## src/rtl/checkpoint_recovery_ctrl.sv

```systemverilog
// checkpoint_recovery_ctrl
// Branch checkpoint table with allocation, correct-path retirement and
// misprediction recovery sequencing (IDLE -> FLUSH -> RESTORE -> IDLE).
// Optional build macro: CKPT_PERF_CNT_EN adds saturating perf counters.
// `AL_SIZE (power of two) sets the active-list size; defaults to 32.

`ifndef AL_SIZE
`define AL_SIZE 32
`endif

module checkpoint_recovery_ctrl #(
  parameter int DEPTH = 4,
  parameter int AL_W  = $clog2(`AL_SIZE),
  localparam int ID_W = $clog2(DEPTH)
) (
  input  logic              clk,
  input  logic              rst,
  input  logic              alloc_valid,
  input  logic [AL_W-1:0]   alloc_al_idx,
  output logic              alloc_ready,
  output logic [ID_W-1:0]   alloc_id,
  input  logic              resolve_valid,
  input  logic [ID_W-1:0]   resolve_id,
  input  logic              resolve_mispredict,
  output logic              resolve_ready,
  input  logic [AL_W-1:0]   al_back,
  output logic              recover_valid,
  output logic [AL_W-1:0]   recover_front,
  output logic [DEPTH-1:0]  flush_mask,
  output logic              restore_req,
  output logic [ID_W-1:0]   restore_id,
  input  logic              restore_ack,
  output logic              dispatch_stall,
  output logic [DEPTH-1:0]  ckpt_valid
`ifdef CKPT_PERF_CNT_EN
  ,
  output logic [31:0]       perf_recoveries,
  output logic [31:0]       perf_alloc_stall
`endif
);

  typedef enum logic [1:0] {
    ST_IDLE    = 2'd0,
    ST_FLUSH   = 2'd1,
    ST_RESTORE = 2'd2
  } state_t;

  // Distance from the oldest AL entry; wraps naturally in AL_W bits.
  function automatic logic [AL_W-1:0] age_f(input logic [AL_W-1:0] x,
                                            input logic [AL_W-1:0] back);
    return x - back;
  endfunction

  state_t              state_q, state_d;
  logic [DEPTH-1:0]    valid_q, valid_d;
  logic [AL_W-1:0]     idx_q [DEPTH];
  logic [AL_W-1:0]     idx_d [DEPTH];
  logic [ID_W-1:0]     fault_id_q, fault_id_d;
  logic [AL_W-1:0]     b_idx_q, b_idx_d;
  logic                recover_valid_q, recover_valid_d;
  logic [AL_W-1:0]     recover_front_q, recover_front_d;
  logic                restore_req_q, restore_req_d;
  logic [ID_W-1:0]     restore_id_q, restore_id_d;

  logic                idle_s;
  logic                any_free_s;
  logic [ID_W-1:0]     alloc_id_s;
  logic                res_hit_s;
  logic                mispredict_s;
  logic                alloc_ready_s;
  logic                alloc_fire_s;
  logic [DEPTH-1:0]    flush_mask_s;

  // Request decode from registered state: free-entry search, resolve hit, handshakes.
  always_comb begin
    idle_s       = (state_q == ST_IDLE);
    any_free_s   = ~(&valid_q);
    alloc_id_s   = '0;
    for (int i = DEPTH - 1; i >= 0; i--) begin
      alloc_id_s = (!valid_q[i]) ? ID_W'(i) : alloc_id_s;
    end
    res_hit_s     = idle_s && resolve_valid && valid_q[resolve_id];
    mispredict_s  = res_hit_s && resolve_mispredict;
    alloc_ready_s = idle_s && any_free_s && !mispredict_s;
    alloc_fire_s  = alloc_valid && alloc_ready_s;
  end

  // Entries strictly younger than the faulting branch, only meaningful in FLUSH.
  always_comb begin
    flush_mask_s = '0;
    for (int i = 0; i < DEPTH; i++) begin
      flush_mask_s[i] = (state_q == ST_FLUSH) && valid_q[i] &&
                        (age_f(idx_q[i], al_back) > age_f(b_idx_q, al_back));
    end
  end

  // Next-state computation for the table and the recovery sequencer.
  always_comb begin
    state_d         = state_q;
    valid_d         = valid_q;
    idx_d           = idx_q;
    fault_id_d      = fault_id_q;
    b_idx_d         = b_idx_q;
    recover_valid_d = 1'b0;
    recover_front_d = '0;
    restore_req_d   = restore_req_q;
    restore_id_d    = restore_id_q;
    case (state_q)
      ST_IDLE: begin
        if (alloc_fire_s) begin
          valid_d[alloc_id_s] = 1'b1;
          idx_d[alloc_id_s]   = alloc_al_idx;
        end else begin
          valid_d = valid_d;
        end
        if (mispredict_s) begin
          fault_id_d      = resolve_id;
          b_idx_d         = idx_q[resolve_id];
          recover_valid_d = 1'b1;
          recover_front_d = idx_q[resolve_id] + {{(AL_W-1){1'b0}}, 1'b1};
          state_d         = ST_FLUSH;
        end else if (res_hit_s) begin
          valid_d[resolve_id] = 1'b0;
        end else begin
          state_d = ST_IDLE;
        end
      end
      ST_FLUSH: begin
        // Faulting entry survives so the rename map can restore from it.
        valid_d       = valid_q & ~flush_mask_s;
        restore_req_d = 1'b1;
        restore_id_d  = fault_id_q;
        state_d       = ST_RESTORE;
      end
      ST_RESTORE: begin
        if (restore_ack) begin
          valid_d[fault_id_q] = 1'b0;
          restore_req_d       = 1'b0;
          restore_id_d        = '0;
          state_d             = ST_IDLE;
        end else begin
          state_d = ST_RESTORE;
        end
      end
      default: begin
        state_d       = ST_IDLE;
        restore_req_d = 1'b0;
        restore_id_d  = '0;
      end
    endcase
  end

  // State and registered outputs, synchronous reset.
  always_ff @(posedge clk) begin
    if (rst) begin
      state_q         <= ST_IDLE;
      valid_q         <= '0;
      for (int i = 0; i < DEPTH; i++) begin
        idx_q[i] <= '0;
      end
      fault_id_q      <= '0;
      b_idx_q         <= '0;
      recover_valid_q <= 1'b0;
      recover_front_q <= '0;
      restore_req_q   <= 1'b0;
      restore_id_q    <= '0;
    end else begin
      state_q         <= state_d;
      valid_q         <= valid_d;
      idx_q           <= idx_d;
      fault_id_q      <= fault_id_d;
      b_idx_q         <= b_idx_d;
      recover_valid_q <= recover_valid_d;
      recover_front_q <= recover_front_d;
      restore_req_q   <= restore_req_d;
      restore_id_q    <= restore_id_d;
    end
  end

  assign alloc_ready    = alloc_ready_s;
  assign alloc_id       = alloc_id_s;
  assign resolve_ready  = idle_s;
  assign recover_valid  = recover_valid_q;
  assign recover_front  = recover_front_q;
  assign flush_mask     = flush_mask_s;
  assign restore_req    = restore_req_q;
  assign restore_id     = restore_id_q;
  assign dispatch_stall = !idle_s || mispredict_s;
  assign ckpt_valid     = valid_q;

`ifdef CKPT_PERF_CNT_EN
  logic [31:0] perf_rec_q, perf_rec_d;
  logic [31:0] perf_stall_q, perf_stall_d;

  // Saturating event counters for recoveries and stalled allocation requests.
  always_comb begin
    if ((state_q == ST_FLUSH) && (perf_rec_q != 32'hFFFF_FFFF)) begin
      perf_rec_d = perf_rec_q + 32'd1;
    end else begin
      perf_rec_d = perf_rec_q;
    end
    if (alloc_valid && !alloc_ready_s && (perf_stall_q != 32'hFFFF_FFFF)) begin
      perf_stall_d = perf_stall_q + 32'd1;
    end else begin
      perf_stall_d = perf_stall_q;
    end
  end

  // Counter registers.
  always_ff @(posedge clk) begin
    if (rst) begin
      perf_rec_q   <= 32'd0;
      perf_stall_q <= 32'd0;
    end else begin
      perf_rec_q   <= perf_rec_d;
      perf_stall_q <= perf_stall_d;
    end
  end

  assign perf_recoveries  = perf_rec_q;
  assign perf_alloc_stall = perf_stall_q;
`endif

endmodule

```

## config.mk

```make
export PLATFORM = sky130hd
export DESIGN_NAME = checkpoint_recovery_ctrl
export DESIGN_NICKNAME = d
export VERILOG_FILES = /design/src/rtl/checkpoint_recovery_ctrl.sv
export SDC_FILE = /design/constraint.sdc
export NUM_CORES = 1
export LEC_CHECK = 0
export CAP_MARGIN = 10
export CORE_MARGIN = 2
export CORE_UTILIZATION = 56
export CTS_CLUSTER_SIZE = 40
export DETAILED_ROUTE_END_ITERATION = 16
export PLACE_DENSITY_LB_ADDON = 0.08
export SYNTH_ARGS = -nofsm -noshare
export SYNTH_HDL_FRONTEND = slang
export SYNTH_SLANG_ARGS = --single-unit
```

## constraint.sdc

```tcl
create_clock -name clk -period 3.2 [get_ports clk]
set_input_delay 0.32 -clock clk [delete_from_list [all_inputs] [get_ports clk]]
set_output_delay 0.32 -clock clk [all_outputs]
set_load 0.01 [all_outputs]
```

## After elaboration in Yosys (flattened, before gate mapping)

Index checks and enable logic that the tools add are counted.

| storage, ports and cells | value |
|---|---|
| register bits | 42 |
| ROM bits | 0 |
| bits in latches | 0 |
| input port bits | 18 |
| output and inout bits | 22 |
| memories kept | 0 |
| bits in writable memories | 0 |

| cells by class | value |
|---|---|
| reduce and logical (&&, ||, !) cells | 30 |
| order comparisons | 13 |
| shift-type cells | 0 |
| add/sub/neg operators | 6 |
| bitwise gates (word level) | 12 |
| div/mod/pow operators | 0 |
| multipliers | 0 |
| eq/ne operators | 4 |
| muxes and demuxes | 33 |

Operators by type and width:

| cell | number |
|---|---|
| subtractor 5 bit | 5 |
| bitwise mux 20 bit | 1 |
| > comparator 5 bit | 4 |
| two-way mux 4 bit | 5 |
| logical AND 1 bit | 18 |
| two-way mux 2 bit | 8 |
| two-way mux 5 bit | 3 |
| AND 4 bit | 3 |
| inverter 4 bit | 3 |
| one-hot mux 2 bit (3 select lines) | 2 |
| one-hot mux 4 bit (3 select lines) | 1 |
| binary-select mux 5 bit (select 2 bit) | 1 |
| demux 5 bit (select 2 bit) | 1 |
| < comparator 2 x 3 -> 1 bit (second input constant) | 3 |
| AND reduction 2 bit | 4 |
| demux 1 bit (select 2 bit) | 3 |
| >= comparator 2 x 1 -> 1 bit (second input constant) | 3 |
| >= comparator 3 bit (second input constant) | 2 |
| two-way mux 1 bit | 6 |
| inverter 2 -> 3 bit | 2 |
| adder 5 x 1 -> 5 bit (second input constant) | 1 |
| OR 4 bit | 1 |
| AND reduction 4 bit | 1 |
| < comparator 3 x 1 -> 1 bit (second input constant) | 1 |
| other kinds (13) | 16 |

## Depth between registers and ports, before layout

Gate-level depths: netlist of run 1.

| logic depth | value |
|---|---|
| word-level depth | 15 |
| mapped depth | 14 |
| mapped depth without buffers | 13 |

## Worst setup path before layout of run 1

OpenSTA, ideal clock, no wires.

| timing | value |
|---|---|
| path type | reg2out |
| start | reg b_idx_q[0] |
| end | out flush_mask[1] |
| setup slack | 188 ps |
| cell stages (with the launch flop) | 14 |
| arrival time | 2692 ps |
| buffers on the path | 1 |
| data required time | 2880 ps |
| cell sequence | dfxtp_1 -> clkbuf_1 -> inv_1 -> ha_1 -> inv_1 -> fa_1 -> a21o_1 -> a21oi_1 -> xnor2_1 -> ha_1 -> nand4_1 -> a21boi_0 -> o21ai_0 -> a31oi_1 |

| between the ends | value |
|---|---|
| cells in the longest elaborated chain, start to end | 3 |

Ends and longest elaborated chain:

| item | line | text |
|---|---|---|
| start, declared | 59 | `logic [AL_W-1:0] b_idx_q, b_idx_d;` |
| start signal, assigned | 172 | `b_idx_q <= b_idx_d;` |
| subtractor 5 bit | 51 | `return x - back;` |
| > comparator 5 bit | 93 | `(age_f(idx_q[i], al_back) > age_f(b_idx_q, al_back));` |
| logical AND 1 bit | 92 | `flush_mask_s[i] = (state_q == ST_FLUSH) && valid_q[i] &&` |
| end, declared | 29 | `output logic [DEPTH-1:0] flush_mask,` |

Every way passes these cells.

## Worst setup path in the final report of run 1

| timing | value |
|---|---|
| start | reg b_idx_q[0] |
| end | out flush_mask[0] |

The elaborated chain is that of the path after synthesis.

==> results.toml, run 1 <==
[run_status]
status = "finished with violations"
violations = "negative setup slack"

[die]
die_x_um = 79.28
dieArea_mm2 = 0.006285
ioPinCount = 40
core_area_mm2 = 0.005473
rows = 27
die_h_um = 79.28
start_util_pct = 57.98

[timing]
finalSetupViolations = 1
post-route-min-period_ns = 3.237
finalCritPeriodShare_pct = 101.2
worst-slew-pin-transition_ns = 0.5780
fin_ws_ns = -0.03721
finalHoldViolCount = 0
timing.slew.headroom_pct = 61.25
grt_setup_unrepaired = "yes"
tns_ns = -0.03721
slew_violations = 0
skew_ns = 0.01288
clock.fmax_ghz = 0.3089

[synth]
synth_area_per_cell_um2 = 9.171
synth_cell_types = 51
yosys_warnings = 0
yosys_register_bits = 42
synthCells = 346
synth-async-reset-ratio_pct = 0
synth.cell_area_mm2 = 0.003173
synthesis.nets = 406
synth_edf_count = 0
ys_seq_area_share_pct = 26.50
ys.flop_type = "dfxtp_1"

[finish]
layout_common_cells = "67 x buf_4, 43 x nor2_1, 41 x dfxtp_1"
antennaDiodeCount = 0
final_common_cell = "buf_4"
layout-drive-gt1-share_pct = 29.02
nNetsFinal = 507
n_fill_cell = 340
fin_util_pct = 81.05
area_growth_syn_to_layout_pct = 39.79

[clock_tree]
htreeDepth = 2
cts_sinks = 42
cts_buffer_depth = 2
clk_latency_ns = 0.31
cts_tree = "built"
cts-root-buf = "clkbuf_8"
clkTransAtPathRegs_ns = 0.09
numCtsBuffers = 5

[run]
maxCapViolCount = 0

[place]
dp_hpwl_um = 6764
portBuffers = 39
place.gp.congestion = 0.9014
place_ws_ns = -0.7372

[setup_path]
crit_end = "flush_mask[0]"
r2r_slack_ns = 0.06
path_class = "reg2out"
startpoint = "b_idx_q[0]$_SDFFE_PP0P_"
worst_setup_path_start_kind = "flop"
timing.rr.end = "ckpt_valid[1]$_SDFFE_PP0P_"
cp-end-kind = "primary output"
crit-reg2reg-launch = "b_idx_q[0]$_SDFFE_PP0P_"
path_max_fanout = 2
reg2regPathDepth = 16
arrival_ns = 2.92
critPathRequiredTime_ns = 2.88

[detailed_routing]
final_antenna_net_count = 0
drt-total-wl_um = 9719
drc = 0
vias = 3113
drt_iter0_drc = 200
drtPass1Iterations = 6
via_per_inst = 5.987
post_drt_wl_per_cell_um = 18.69

[global_routing]
grt_max_degree = 30
antenna_found_initial = 0
grt_pass1_wl_um = 14030
overflow = 0
grtUsageTotal_pct = 29.45
first_global_vias = 2853

[pwr]
p_leak_nw = 1.937
power_density_mw_per_mm2 = 347.2
irDropWorstVdd_mv = 0.2776

[min_path]
hold_class = "reg2reg"
## cells in the mapped netlist (all sizes together), types with 10 or more instances
cell type	instances	area (um^2)
nor2	43	161.4
dfxtp	42	840.8
ha	37	462.9
a21oi	23	115.1
inv	22	82.58
mux2i	22	220.2
xnor2	20	182.7
a21o	13	97.59
nand2	13	48.80
nand3	13	82.58
o21ai	11	55.05
xor2	10	87.58
## routing by layer
layer / vias to the layer above / wire, um / GRT usage (%) / part of all wire [%]
met5: - / 0 / 0 / 0
met4: 0 / 174 / 6.897 / 1.8
met3: 25 / 757 / 3.977 / 7.8
met2: 163 / 4717 / 50.25 / 49
met1: 1484 / 4070 / 39.61 / 42
li1: 1441 / - / - / -
## final cells by class
| class | count | area (um^2) | share of cell area (%) |
|---|---|---|---|
| flip-flops and latches | 42 | 842.1 | 18.98 |
| inverters | 22 | 82.58 | 1.862 |
| repair buffers | 108 | 895.9 | 20.20 |
| well taps | 72 | 90.09 | 2.031 |
| multi-input cells | 268 | 2415 | 54.44 |
| clock inverters | 2 | 37.54 | 0.8463 |
| clock buffers | 6 | 72.57 | 1.636 |
## critical path, cell delays in order (launching register included)
cell and delay (ns):
dfxtp_2 0.34, inv_2 0.06, ha_4 0.12, inv_2 0.04
fa_2 0.39, a21o_1 0.23, a21oi_4 0.20, xnor2_2 0.10
buf_4 0.18, ha_4 0.27, nand3_2 0.08, o311ai_2 0.34
nor2_1 0.12, buf_2 0.15
## how the worst min path moves through the flow
stage	start	endpoint	slack [ns]	cells past startpoint
4_1_cts	restore_req$_SDFFE_PP0P_	restore_req$_SDFFE_PP0P_	0.48	2
3_5_place_dp	restore_req$_SDFFE_PP0P_	restore_req$_SDFFE_PP0P_	0.47	2
3_3_place_gp	restore_id[0]$_SDFFE_PP0P_	restore_id[0]$_SDFFE_PP0P_	0.46	2
2_1_floorplan	alloc_al_idx[1]	idx_q[16]$_SDFFE_PP0P_	0.46	2
6_report	restore_req$_SDFFE_PP0P_	restore_req$_SDFFE_PP0P_	0.48	2
5_1_grt	restore_req$_SDFFE_PP0P_	restore_req$_SDFFE_PP0P_	0.51	2
## registers in the layout, summed over array words and instances, names as in the netlist
register / cells
recover_valid: 1
idx_q: 20
ckpt_valid: 4
b_idx_q: 5
recover_front: 5
fault_id_q: 2
state_q: 2
restore_id: 2
restore_req: 1
## per-stage QoR
stage                     hold slack, ns  total power [mW]  area (um^2)  std cells
after global routing              0.5111             1.599         4436        520
after global placement            0.4620            0.9836         3994        497
after CTS                         0.4807             1.451         4188        510
after detailed placement          0.4686            0.9951         3994        497
after floorplan                   0.4560            0.8142         3173        346
final                             0.4797             1.540         4436        520
## power breakdown
part / leakage, nW / switching [mW] / internal (mW)
clock network: 0.0514 / 0.201 / 0.233
registers: 0.340 / 0.0147 / 0.535
logic: 1.54 / 0.269 / 0.287
total: 1.94 / 0.485 / 1.05
## cell families after synthesis
logic type	count (synthesis)	share of synthesized area, %
buffers and inverters	36	4.653
AND/OR/NAND/NOR	88	13.64
XOR/XNOR	31	9.266
flip-flops	42	26.50
AO/OA/AOI/OAI	77	16.36
adder cells (fa/ha/maj)	44	18.38
multiplexers	28	11.20
## repair_timing
action / 4_1_cts / 5_1_grt
hold buffers: 0 / 0
gates resized for setup: 36 / 33
endpoints found under the setup margin: 5 / 5
setup buffers: 5 / 10
pin swaps: 10 / 21
No activity file was read; power rests on OpenSTA's default activity.
==> run 2, diff against run 1 <==
--- a/config.mk
+++ b/config.mk
@@ -5,7 +5,7 @@
 export SDC_FILE = /design/constraint.sdc
 export NUM_CORES = 1
 export LEC_CHECK = 0
-export CAP_MARGIN = 10
+export CAP_MARGIN = 5
 export CORE_MARGIN = 2
 export CORE_UTILIZATION = 56
 export CTS_CLUSTER_SIZE = 40
==> results of run 2 <==
Same layout as run 1: the final DEF is identical, and so are final timing and power.
